$ cat config.mk
export PLATFORM = sky130hd
export DESIGN_NAME = serial_rx_fifo
export DESIGN_NICKNAME = d
export VERILOG_FILES = /design/src/rtl/serial_rx_fifo.sv
export SDC_FILE = /design/constraint.sdc
export NUM_CORES = 1
export LEC_CHECK = 0
export ABC_AREA = 1
export ABC_CLOCK_PERIOD_IN_PS = 2240
export BUFFER_PORTS_ARGS = -buffer_cell sky130_fd_sc_hd__buf_4
export CAP_MARGIN = 15
export CORE_MARGIN = 5
export CORE_UTILIZATION = 38
export DETAILED_ROUTE_END_ITERATION = 8
export PLACE_DENSITY = 0.56
export REMOVE_ABC_BUFFERS = 1
export SLEW_MARGIN = 10
export SYNTH_ARGS = -nofsm -noshare
export SYNTH_HDL_FRONTEND = slang
export SYNTH_SLANG_ARGS = --single-unit
$ cat constraint.sdc
create_clock -name sysclk -period 2.24 [get_ports sysclk]
set_clock_uncertainty 0.15 [all_clocks]
set_input_delay 0 -clock sysclk [delete_from_list [all_inputs] [get_ports sysclk]]
set_output_delay 0 -clock sysclk [all_outputs]
set_load 0.05 [all_outputs]
$ cat src/rtl/serial_rx_fifo.sv
// Receive-side byte FIFO behind the UART receiver: captures a byte on each rising edge of
// rx_ready_i, presents the head byte first-word-fall-through, and flags bytes dropped on full.
module serial_rx_fifo #(
  parameter int unsigned DEPTH  = 16,
  parameter int unsigned ADDR_W = 4
) (
  input  logic              sysclk,
  input  logic              reset_n,
  input  logic [7:0]        rx_data_i,
  input  logic              rx_ready_i,
  input  logic              rd_en_i,
  input  logic              clear_overrun_i,
  output logic [7:0]        data_o,
  output logic              empty_o,
  output logic              full_o,
  output logic [ADDR_W:0]   count_o,
  output logic              overrun_o
);

  localparam logic [ADDR_W:0] FullCount = (ADDR_W + 1)'(DEPTH);

  logic              rdy_q;
  logic [7:0]        mem_q [DEPTH];
  logic [ADDR_W-1:0] wr_ptr_q, wr_ptr_d;
  logic [ADDR_W-1:0] rd_ptr_q, rd_ptr_d;
  logic [ADDR_W:0]   count_q, count_d;
  logic              overrun_q, overrun_d;

  logic wr_stb;
  logic do_pop;
  logic do_wr;
  logic drop;

  // Strobe, accept and drop decisions, all from registered state and current inputs
  always_comb begin
    wr_stb = rx_ready_i & ~rdy_q;
    do_pop = rd_en_i & ~empty_o;
    // A pop on a full FIFO frees the slot the incoming byte lands in
    do_wr  = wr_stb & (~full_o | do_pop);
    drop   = wr_stb & full_o & ~do_pop;
  end

  // Next-state for pointers, occupancy and the sticky overrun flag
  always_comb begin
    wr_ptr_d  = wr_ptr_q;
    rd_ptr_d  = rd_ptr_q;
    count_d   = count_q;
    overrun_d = overrun_q;
    if (do_wr) begin
      wr_ptr_d = wr_ptr_q + ADDR_W'(1);
    end
    if (do_pop) begin
      rd_ptr_d = rd_ptr_q + ADDR_W'(1);
    end
    if (do_wr && !do_pop) begin
      count_d = count_q + (ADDR_W + 1)'(1);
    end else if (do_pop && !do_wr) begin
      count_d = count_q - (ADDR_W + 1)'(1);
    end
    // Set wins over a same-cycle clear
    if (drop) begin
      overrun_d = 1'b1;
    end else if (clear_overrun_i) begin
      overrun_d = 1'b0;
    end
  end

  // Control state register
  always_ff @(posedge sysclk or negedge reset_n) begin
    if (!reset_n) begin
      rdy_q     <= 1'b0;
      wr_ptr_q  <= '0;
      rd_ptr_q  <= '0;
      count_q   <= '0;
      overrun_q <= 1'b0;
    end else begin
      rdy_q     <= rx_ready_i;
      wr_ptr_q  <= wr_ptr_d;
      rd_ptr_q  <= rd_ptr_d;
      count_q   <= count_d;
      overrun_q <= overrun_d;
    end
  end

  // Byte storage; cleared on reset so data_o reads 8'h00 afterwards
  always_ff @(posedge sysclk or negedge reset_n) begin
    if (!reset_n) begin
      for (int unsigned i = 0; i < DEPTH; i++) begin
        mem_q[i] <= 8'h00;
      end
    end else if (do_wr) begin
      mem_q[wr_ptr_q] <= rx_data_i;
    end
  end

  // Outputs derived purely from registers
  always_comb begin
    data_o    = mem_q[rd_ptr_q];
    empty_o   = (count_q == '0);
    full_o    = (count_q == FullCount);
    count_o   = count_q;
    overrun_o = overrun_q;
  end

endmodule

==> summary.md, run 1 <==
The share of synthesized flip-flops with an asynchronous set or reset works out to 100%. For this run, the leading register cell type out of synthesis is dfrtp_1. Final hold analysis gives a worst-case slack of 121 ps. Yosys mapped a number of flops with a built-in enable equal to 0. The horizontal extent of the die was 155 microns. The run gives 38.3% as the initial core utilization. The routed design has 25.3 mm of wire. The biggest cell delay along the critical path is 480 ps. By area the synthesized netlist is led by dfrtp_1 (45%), nand2_1 (21%), nand4_1 (10%).

Initial DRC count: 595. The run gives 0.792 as the final weighted congestion in routability-driven placement. The clock period could shrink to 2200 ps. For the total inserted antenna cells, the log shows 0. The layout net count came out at 1159. Setup repair after global routing could not meet its margin everywhere.

The cell seen most often among critical-path stages is nand3_1. The largest vdd supply drop came out at 1.15 mV. TritonCTS built the clock tree. Walking the worst path, the cells encountered are buf_4, clkbuf_16, nand2_1, nand3_1, nand3_1, nand3_1, nand2_1, buf_6.

Die area: 24000 sq um. The sequential share of the synthesized area is 44.7%. The first global-routing pass estimated 39.6 mm of wire.

Clock-pin slew reported for the worst setup and hold paths after clock tree synthesis: 60 ps. The tools report the number of antenna violations at the first check in global routing as 0. The number of input and output port buffers inserted was 28; the number of cell rows was 53. Signal arrival time at the worst endpoint: 2050 ps. Max-cap violations in this run came to 0. The per-cell via count in the routed design is 5.19, and the cell leakage power is 5.03 nW.

The residual DRC count came out at 0. The run finished with clean final reports. Clock tree synthesis selected as its root buffer the cell clkbuf_16.

Largest net degree at the start of global routing: 133. Headroom to the max-slew limit came out at 58.4%. The number of pins exceeding their max-slew limit in the final report was 0. In this run the number of H-tree levels came out at 4. The tools report the I/O pin count as 29.

The layout overhead on the synthesized area came out at 21.6%. The Yosys step of the flow raised 0 warnings. The run gives 2090 ps as the required time of the critical path.

Synthesis produced a netlist whose cell count is 1087. Clock tree synthesis inserted a total of 17 buffers. The tools report the number of nets with antenna violations after routing as 0.

Summing all placed instances gives a cell area of 8720 sq um. Summed over all nets, the half-perimeter wirelength after detailed placement is 15.1 mm. The insertion delay of the later-clocked pin in the worst-skew pair is 420 ps. Dividing the detail-routed wire length by the instance count gives 17.8 microns. The tools report the maximum clock frequency as 454 MHz. The slowest cell on the critical path was dfrtp_2.

After routing the design area is 9720 sq um. The highest fanout seen on the critical path works out to 33. For the number of distinct library cells after synthesis, the log shows 24.

The run gives 7051 as the number of global-route vias before repair. Critical setup path kind: reg2out. The setup-violating endpoint count in the final report was 0. After synthesis the cells add up to 8000 sq um. In the final layout, the share of cells above drive strength 1 is 14.4%.

The tools report the category of the worst setup path launch point as a register. Post-synthesis cell type with the largest combined area: dfrtp_1. The ratio of final minimum period to clock period is 98.3%. The synthesized area per cell works out to 7.36 sq um. Via count of the routed design: 7381. Global routing used 21.0% of the available tracks across all layers.

In this run the worst hold path is classified as in2reg. The tree built by TritonCTS fans out to 143 sinks. Counting flops and latches in the post-synthesis netlist gives 143.

The fraction of synthesized cell area taken by the top area cell type came out at 44.7%. At the end of the flow the core is filled with cells to 46.5%. The run gives 2 as the maximum count of clock buffers along a single path. After global routing the overflow that remains totals 0. For the pin with the worst max-slew slack, the measured transition is 624 ps.

The worst setup path is captured at an output pin. The area inside the core boundary was 20900 sq um; the total power density per cell area was 1460 nW/um^2. Before antenna repair, the detailed router went through 5 iterations.

Measured along the y axis, the die boundary spans 155 microns. The tools report the final-report hold violation count as 0.
-- worst paths after layout --
check                                   startpoint                     end  slack, ps  cells past startpoint
max                        rd_ptr_q[0]$_DFFE_PN0P_               data_o[3]         40                      8
min                                     rx_ready_i         rdy_q$_DFF_PN0_        120                      2
max reg2reg                 count_o[3]$_DFFE_PN0P_  count_o[4]$_DFFE_PN0P_        120                     11
min reg2reg                 mem_q[105]$_DFFE_PN0P_  mem_q[105]$_DFFE_PN0P_        320                      2
max in group asynchronous                  reset_n   mem_q[95]$_DFFE_PN0P_       1030                      4
min in group asynchronous                  reset_n   mem_q[14]$_DFFE_PN0P_        490                      4
-- timing repair --
action,CTS,global route
gates cloned,0,2
resized for setup,4,28
hold buffers,15,0
pin swaps,0,2
setup buffers,0,3
setup endpoints to repair,8,9
endpoints found under the hold margin,279,0
-- report_power, final --
part,leakage [nW],switching (W),total (W),internal [W]
clock,0.301,0.00111,0.00314,0.00203
combinational,2.85,0.00447,0.00683,0.00237
sequential,1.87,0.000625,0.00421,0.00359
total,5.03,0.00620,0.0142,0.00798
-- cell usage after synthesis (2+ instances only) --
library cell / count
a21oi_1: 4
buf_2: 46
buf_4: 4
clkbuf_1: 21
clkinv_1: 2
dfrtp_1: 143
ha_1: 10
inv_1: 117
nand2_1: 449
nand3_1: 111
nand3_2: 4
nand3_4: 6
nand4_1: 128
nor2_1: 6
nor2_2: 16
nor2_4: 2
o21ai_0: 4
xnor2_1: 3
xor2_1: 6
-- cell type report --
cell class                 count  area (sq um)
fill                        2120         11200
sequential                   143          3580
clock buffer                  21           460
clock inverter                10           185
tap                          275           344
inverter                     119           459
multi-input combinational    753          3710
timing repair buffer         101           986
-- cell usage in the layout (no fill, tap or decap), types with 2 or more instances in the layout --
cell type / netlist / routed
buf_4: 4 / 67
clkinv_1: 2 / 2
clkbuf_8: 0 / 2
buf_12: 0 / 8
clkbuf_1: 21 / 2
bufinv_16: 0 / 5
ha_1: 10 / 8
nor2_2: 16 / 14
ha_4: 0 / 2
inv_1: 117 / 114
nand4_1: 128 / 128
xnor2_1: 3 / 3
inv_2: 0 / 2
clkinvlp_4: 0 / 4
o21ai_0: 4 / 4
dfrtp_1: 143 / 142
nand2_2: 1 / 7
buf_6: 0 / 8
nand3_2: 4 / 7
nand3_4: 6 / 6
xor2_1: 6 / 6
nor2_4: 2 / 5
clkbuf_16: 0 / 19
a21oi_1: 4 / 3
dlygate4sd3_1: 0 / 14
nand3_1: 111 / 108
nand2_1: 449 / 443
nor2_1: 6 / 5
-- metrics by stage --
stage / setup WS [ps] / cells / setup TNS [ps] / total power, W
3_3_place_gp: 3.38 / 1371 / 0 / 0.0105
5_1_grt: -29.2 / 1422 / -29.2 / 0.0152
3_5_place_dp: -41.7 / 1371 / -51.5 / 0.0106
4_1_cts: 12.7 / 1417 / 0 / 0.0138
6_report: 38.4 / 1422 / 0 / 0.0142
2_1_floorplan: -5630 / 1015 / -607600 / 0.00821
-- critical path: cells and delay by family (launching register included) --
kind	cells	cell delay [ps]
AND/OR/NAND/NOR	5	570
flip-flops	1	480
buffers and inverters	3	560
-- sequential cells by signal, summed over array words and instances, names as in the netlist --
name       count
count_o        5
rdy_q          1
wr_ptr_q       4
rd_ptr_q       4
overrun_o      1
mem_q        128
-- metal layers --
metal | vias to the layer above | share of wire (%) | track usage, % | wire [microns]
met5 | - | 0 | 0 | 0
met4 | 0 | 2.6 | 6.73 | 646
met3 | 45 | 5.2 | 3.64 | 1330
met2 | 200 | 47 | 33.7 | 12000
met1 | 3535 | 45 | 29.1 | 11300
li1 | 3601 | - | - | -
-- cells by family (layout without fill, tap and decap cells) --
logic type / after synthesis / in the layout / synth area share, %
AOI/OAI and AO/OA: 8 / 8 / 0.501
xor gates and xnor gates: 9 / 9 / 0.986
adders and majority gates: 11 / 11 / 1.81
buffers and inverters: 191 / 251 / 9.87
DFF: 143 / 143 / 44.7
and+or+nand+nor: 725 / 725 / 42.1
(Power assumes the default switching activity.)
==> inputs of run 2 (changes only) <==
--- a/config.mk
+++ b/config.mk
@@ -9,10 +9,12 @@
 export ABC_CLOCK_PERIOD_IN_PS = 2240
 export BUFFER_PORTS_ARGS = -buffer_cell sky130_fd_sc_hd__buf_4
 export CAP_MARGIN = 15
+export CELL_PAD_IN_SITES_DETAIL_PLACEMENT = 0
+export CELL_PAD_IN_SITES_GLOBAL_PLACEMENT = 1
 export CORE_MARGIN = 5
 export CORE_UTILIZATION = 38
 export DETAILED_ROUTE_END_ITERATION = 8
-export PLACE_DENSITY = 0.56
+export PLACE_DENSITY = 0.72
 export REMOVE_ABC_BUFFERS = 1
 export SLEW_MARGIN = 10
 export SYNTH_ARGS = -nofsm -noshare
==> run 2 against run 1 <==
Setup slack improved by 18 ps. Design area up 0.48%. Critical path depth unchanged. Utilization increased by 0.22 points. Hold slack worse by 71 ps. Non-clock buffer count rose by 9. Sequential cell count is the same. First-iteration DRC count down 21%. Register-to-register slack about the same. Sequential power hardly changed. Largest cell class unchanged. Largest power group unchanged. Highest routed layer unchanged.
==> summary.md, run 2 (synthesis results as in run 1) <==
For the post-layout utilization of the core, the log shows 46.8%. Leaving out fill and tap cells, the most frequent cell in the layout is nand2_1. Across the VDD grid, the largest voltage drop is 1.33 mV. The biggest cell delay along the critical path was 490 ps. TritonCTS built the clock tree.

The first TritonRoute pass finished after 5 iterations. The critical path in this run is classified as reg2out. The internal power component was 0.00790 W; the reported max-cap violation count was 0. The top cell types in the final layout, fill and taps aside, are nand2_1 (445), dfrtp_1 (142), nand4_1 (128). For the via count of the routed design, the log shows 7439.

In this run the remaining antenna-violating nets after routing total 0. For the worst-skew pair, the clock arrives at the later sink with an insertion delay of 430 ps. The register with the most flip-flops in the layout has 128 of them. In this design, the critical path's most frequently occurring cell is nand3_1. The floorplan step set the die height to 155 microns. At the end of routability-driven placement, the weighted congestion stood at 0.876. The type of destination of the critical path was an output pin.

The filler-free cell count of the finished design came out at 1432. After global routing the overflow that remains totals 0. The number of antenna violations at the first check in global routing is 0, and the first-pass GRT wire length is 40.0 mm. The number of buffers added by the clock tree synthesis step was 17. For the maximum clock frequency, the log shows 458 MHz. mem_q holds more flip-flops than any other register. Path category of the worst min-delay check: in2async. The highest fanout seen on the critical path works out to 33. Post-DP HPWL: 15.6 mm. The area growth from synthesis to layout is 22.2%.

The run gives 20900 sq um as the area inside the core boundary. The switching power of the nets is 0.00635 W, and the total power density per cell area is 1460 nW/um^2. 0 antenna diodes ended up in the layout. Sequential cells burn 29.4% of the power. The post-route netlist has 15.1% of its cells at a drive strength greater than 1. The setup-violating endpoint count in the final report was 0. The initial utilization of the core area, before any placement, comes to 38.3%. Slowest cell on the critical path: dfrtp_2.

For the pin with the worst max-slew slack, the measured transition is 462 ps. Traced cell by cell, the critical path runs through buf_12, clkbuf_16, nand2_1, nand3_1, nand3_1, nand3_1, nand2_1, buf_6. The tree is rooted in a clkbuf_16. The maximum count of clock buffers along a single path came out at 2. The horizontal extent of the die was 155 microns; the sink count of the clock tree was 143. After layout, the worst path uses 97.5% of the clock period.

Global routing used 21.5% of the available tracks across all layers. The logs give 0 for the number of pins exceeding their max-slew limit in the final report and 4 for the number of H-tree levels. The number of cell rows was 53.

The run gives 473 as the initial DRC count. The floorplan step defined a die boundary enclosing 24000 sq um. In this run, the clock network consumes 21.6% of the power. For this run, design rule violations remaining after detail routing come to 0. After detailed routing, the average wire length per cell comes to 18.1 microns. The relative slew slack was 69.2%; the number of input and output port buffers inserted was 28. After clock tree synthesis, the clock-pin slew on the worst setup and hold paths is 60 ps.

Hold is met by 50.8 ps. The share of power burned in combinational logic is 49.0%. For the I/O pin count, the log shows 29. Setup slack closes at 56.6 ps.

Including well taps, the total number of placed cells is 1381. Data on the critical path arrives at its endpoint at 2030 ps. In this run switching power makes up 44.6% of total power. The clock period minus worst slack is 2180 ps, and the final wirelength is 25.9 mm.

The final-report hold violation count is 0. After detailed routing, the number of vias per cell comes to 5.19. In this run the static leakage power is 5.06 nW. The number of global-route vias before repair is 7047, and the largest net degree at the start of global routing is 85. At the worst endpoint, the required time is 2090 ps. The run gives -99.2 ps as the minimum setup slack after placement.

The layout net count is 1168. The run finished with clean final reports. The tools report the category of the worst setup path launch point as a register.
## run 2: cell count changes in the layout (fill, tap and decap cells not counted), moves of 2 or more
cell,change
buf_4,+8
buf_6,+3
inv_6,+2
nand2_1,+2
nand2_2,-2
## run 2: critical path: cells and delay by family (launching register included)
kind                   cells  cell delay [ps]
DFF                        1              490
buffers and inverters      3              540
and+or+nand+nor            5              580
## run 2: worst paths after layout
kind / from / to / slack (ps) / depth (start not counted)
max reg2reg: count_o[3]$_DFFE_PN0P_ / count_o[4]$_DFFE_PN0P_ / 120 / 11
min in group sysclk: rx_ready_i / rdy_q$_DFF_PN0_ / 90 / 2
min: reset_n / mem_q[98]$_DFFE_PN0P_ / 50 / 3
min reg2reg: mem_q[73]$_DFFE_PN0P_ / mem_q[73]$_DFFE_PN0P_ / 320 / 2
max in group asynchronous: reset_n / mem_q[89]$_DFFE_PN0P_ / 1570 / 3
max: rd_ptr_q[0]$_DFFE_PN0P_ / data_o[5] / 60 / 8
## run 2: metrics by stage
stage          TNS [ps]  total power (W)  cell area (sq um)
2_1_floorplan   -607600          0.00821               7650
3_3_place_gp      -41.1           0.0106               8770
5_1_grt           -20.4           0.0152               9770
4_1_cts           -69.3           0.0138               9560
6_report              0           0.0142               9770
3_5_place_dp       -150           0.0106               8770
## run 2: routing by layer
layer  vias to the layer above  share of wire, %  wire length [microns]  global-route usage [%]
met3                        54               4.2                   1100                    3.03
met2                       208                46                  12000                    34.0
met1                      3545                46                  11900                    30.1
met4                         0               3.5                    896                    7.65
li1                       3632                 -                      -                       -
met5                         -                 0                      0                       0
## run 2: layout make-up
| type | count | area, sq um |
|---|---|---|
| repair buffers | 110 | 1050 |
| well taps | 275 | 344 |
| multi-input cells | 753 | 3700 |
| flip-flops and latches | 143 | 3580 |
| clock buffers | 19 | 443 |
| fillers | 2164 | 11100 |
| inverters | 119 | 460 |
| clock inverters | 13 | 186 |
## run 2: power groups by stage
stage	combinational [W]	sequential, W	clock (W)
floorplan	0.00377	0.00444	0
global placement	0.00640	0.00416	0
detailed placement	0.00645	0.00418	0
CTS	0.00649	0.00416	0.00313
global route	0.00769	0.00430	0.00325
finish	0.00697	0.00419	0.00308
## run 2: what timing repair did
action / 4_1_cts / 5_1_grt
hold endpoints to repair: 277 / 0
gates cloned: 0 / 2
setup buffers: 0 / 3
pin swaps: 0 / 4
hold buffers: 14 / 0
resized for setup: 2 / 31
endpoints found under the setup margin: 10 / 10
==> inputs of run 3 (changes only) <==
--- a/config.mk
+++ b/config.mk
@@ -6,7 +6,7 @@
 export NUM_CORES = 1
 export LEC_CHECK = 0
 export ABC_AREA = 1
-export ABC_CLOCK_PERIOD_IN_PS = 2240
+export ABC_CLOCK_PERIOD_IN_PS = 1800
 export BUFFER_PORTS_ARGS = -buffer_cell sky130_fd_sc_hd__buf_4
 export CAP_MARGIN = 15
 export CELL_PAD_IN_SITES_DETAIL_PLACEMENT = 0
@@ -16,6 +16,7 @@
 export DETAILED_ROUTE_END_ITERATION = 8
 export PLACE_DENSITY = 0.72
 export REMOVE_ABC_BUFFERS = 1
+export SKIP_CTS_REPAIR_TIMING = 1
 export SLEW_MARGIN = 10
 export SYNTH_ARGS = -nofsm -noshare
 export SYNTH_HDL_FRONTEND = slang
==> constraint.sdc (replaced) <==
create_clock -name sysclk -period 1.8 [get_ports sysclk]
set_clock_uncertainty 0.15 [all_clocks]
set_input_delay 0 -clock sysclk [delete_from_list [all_inputs] [get_ports sysclk]]
set_output_delay 0 -clock sysclk [all_outputs]
set_load 0.05 [all_outputs]
==> run 3 against run 2 <==
The run now ends with hold timing, setup timing left. Sequential share of layout area down 4.3 points. Critical endpoint is now count_o[4]$_DFFE_PN0P_. Register-to-register slack got worse by 390 ps. Die area stayed put. Largest power group unchanged. Design area grew 14%. Critical path type is now reg2reg. Highest routed layer unchanged.
==> summary.md, run 3 (synthesis results as in run 1) <==
The run finished, with violations left. The final reports fail on hold timing, setup timing. The routed wirelength normalized by instance count is 19.4 microns.

The worst hold path begins at rx_ready_i. The vertical die dimension was 155 microns. The tools report the required time of the critical path as 1970 ps. The number of cell rows came out at 53. The die covers 24000 sq um. The launch point of the critical path was count_o[3]$_DFFE_PN0P_.

Cell leakage power: 5.59 nW. The tightest min-delay check is of the in2reg type. The first routing iteration left 536 violations. After clock tree synthesis, the clock-pin slew on the worst setup and hold paths is 60 ps. Leaving out fill and tap cells, the most frequent cells in the layout are nand2_1 (389), dfrtp_1 (140), nand4_1 (128). Of the total power, the share spent switching nets is 45.4%.

The first-pass GRT wire length came out at 40.6 mm. The total power density per cell area is 1830 nW/um^2. The critical path is of the reg2reg type. The post-DP HPWL was 15.7 mm. The library cell used most frequently in the layout, excluding fill and tap cells, is nand2_1. The run gives -20.0 ps as the worst-case hold slack. For the I/O pin count, the log shows 29. Counting flops per register, the top entry is mem_q. Of the total power, the clock network draws 18.3%. The transition at the pin with the smallest max-transition slack was 492 ps; the flip-flop count of the largest register after layout was 128.

Critical register-to-register path startpoint: count_o[3]$_DFFE_PN0P_. The routed design uses 13.4 mm of met2 wire. The logs give 0 for the number of pins exceeding their max-slew limit in the final report and 2 for the final-report hold violation count. After routing the design area is 11100 sq um.

Summed over all layers, the routed wires come to 28.5 mm. After detailed routing, the number of vias per cell comes to 5.24. Summing all placed instances gives a cell area of 8930 sq um. VDD sags by at most 1.89 mV. The setup slack after layout was -274 ps.

The run gives 88 as the largest net degree at the start of global routing. STA classifies the critical path endpoint as a register. TritonCTS built the clock tree. In this run the top signal layer used is met4. Once layout is complete, the utilization of the core stands at 53.1%.

The relative slew slack was 67.2%; the horizontal extent of the die was 155 microns. The ratio of final minimum period to clock period was 115%; the switching power of the nets was 0.00921 W. The H-tree was split into 4 levels. The run gives 430 ps as the insertion delay of the later-clocked pin in the worst-skew pair.

Routability-driven placement finished with a final weighted congestion of 0.857. The first TritonRoute pass finished after 5 iterations. The tools report the wire length on met1 as 13.2 mm. Relative to the synthesized area, the layout overhead comes to 38.7%. After detailed routing, the number of remaining DRC violations is 0. The final route contains 7692 vias. The root buffer selected by CTS is clkbuf_16.

Registers are responsible for 26.0% of the overall power. In this run the standard cell core region covers 20900 sq um. Detailed-routed wire length on met3: 1.21 mm. For the total inserted antenna cells, the log shows 0.

The total grt overflow came out at 0. The worst setup path is launched from a register. Data on the critical path arrives at its endpoint at 2240 ps. The filler-free cell count of the finished design was 1467; the share of power burned in combinational logic was 55.7%. The sink count of the clock tree was 143; the layout net count was 1203. The maximum count of clock buffers along a single path was 2; the number of input and output port buffers inserted was 28. For the maximum clock frequency, the log shows 482 MHz. The tools report the number of global-route vias before repair as 7037. Global routing used 21.7% of the available tracks.

After layout, the design draws a total of 0.0203 W. Subtracting the final worst setup slack from the clock period gives 2070 ps. Setup violations remaining at the end of the flow were counted as 12.

The reported max-cap violation count came out at 0. The fraction of layout cells with a size suffix above 1 is 28.9%. The tools report the number of antenna violations at the first check in global routing as 0. In this run, placement finished with an instance count of 1394. Setup repair after global routing could not meet its margin everywhere. The initial utilization of the core area, before any placement, comes to 38.3%.

The internal power component is 0.0111 W, and the number of buffers added by the clock tree synthesis step is 17. Of all nets on the critical path, the largest fanout is 3. In this run the remaining antenna-violating nets after routing total 0.
## run 3: power groups by stage
| stage | clock network (W) | logic, W | registers (W) |
|---|---|---|---|
| final | 0.00372 | 0.0113 | 0.00528 |
| after CTS | 0.00377 | 0.00833 | 0.00518 |
| after global placement | 0 | 0.00826 | 0.00520 |
| after global routing | 0.00389 | 0.0122 | 0.00544 |
| after floorplan | 0 | 0.00469 | 0.00552 |
| after detailed placement | 0 | 0.00831 | 0.00522 |
## run 3: layout make-up
class	count	area [sq um]
tap	275	344
inverter	119	487
timing repair inverter	1	16.3
clock inverter	13	163
timing repair buffer	144	1680
clock buffer	19	443
multi-input combinational	753	4380
sequential	143	3580
fill	2036	9800
## run 3: layer usage
metal  vias to the layer above  GRT usage (%)
met5                         -              0
met4                         0           7.28
met3                        38           3.31
met2                       189           33.3
met1                      3758           31.3
li1                       3707              -
## run 3: critical path, cell delays in order (launching register included)
cell and delay [ps]:
dfrtp_1 410, nor2_4 180, nand3_2 120, nand2_2 110
ha_4 160, inv_4 50, ha_4 270, nand2_1 50
or2_4 240, nand3_2 70, nand2_1 50, nand2_1 50
nand2_1 40
## run 3: metrics by stage
stage	setup WS, ps	setup TNS [ps]
5_1_grt	-376	-4370
4_1_cts	-530	-13420
3_5_place_dp	-514	-10500
3_3_place_gp	-444	-9540
2_1_floorplan	-6070	-673060
6_report	-274	-2500
## run 3: final timing paths
kind	slack (ps)	endpoint	cells past startpoint
hold / removal	-20	wr_ptr_q[0]$_DFFE_PN0P_	6
max in group asynchronous	440	mem_q[103]$_DFFE_PN0P_	4
min in group asynchronous	470	mem_q[10]$_DFFE_PN0P_	3
setup / recovery	-270	count_o[4]$_DFFE_PN0P_	12
setup reg to reg	-270	count_o[4]$_DFFE_PN0P_	12
hold reg to reg	320	mem_q[11]$_DFFE_PN0P_	2
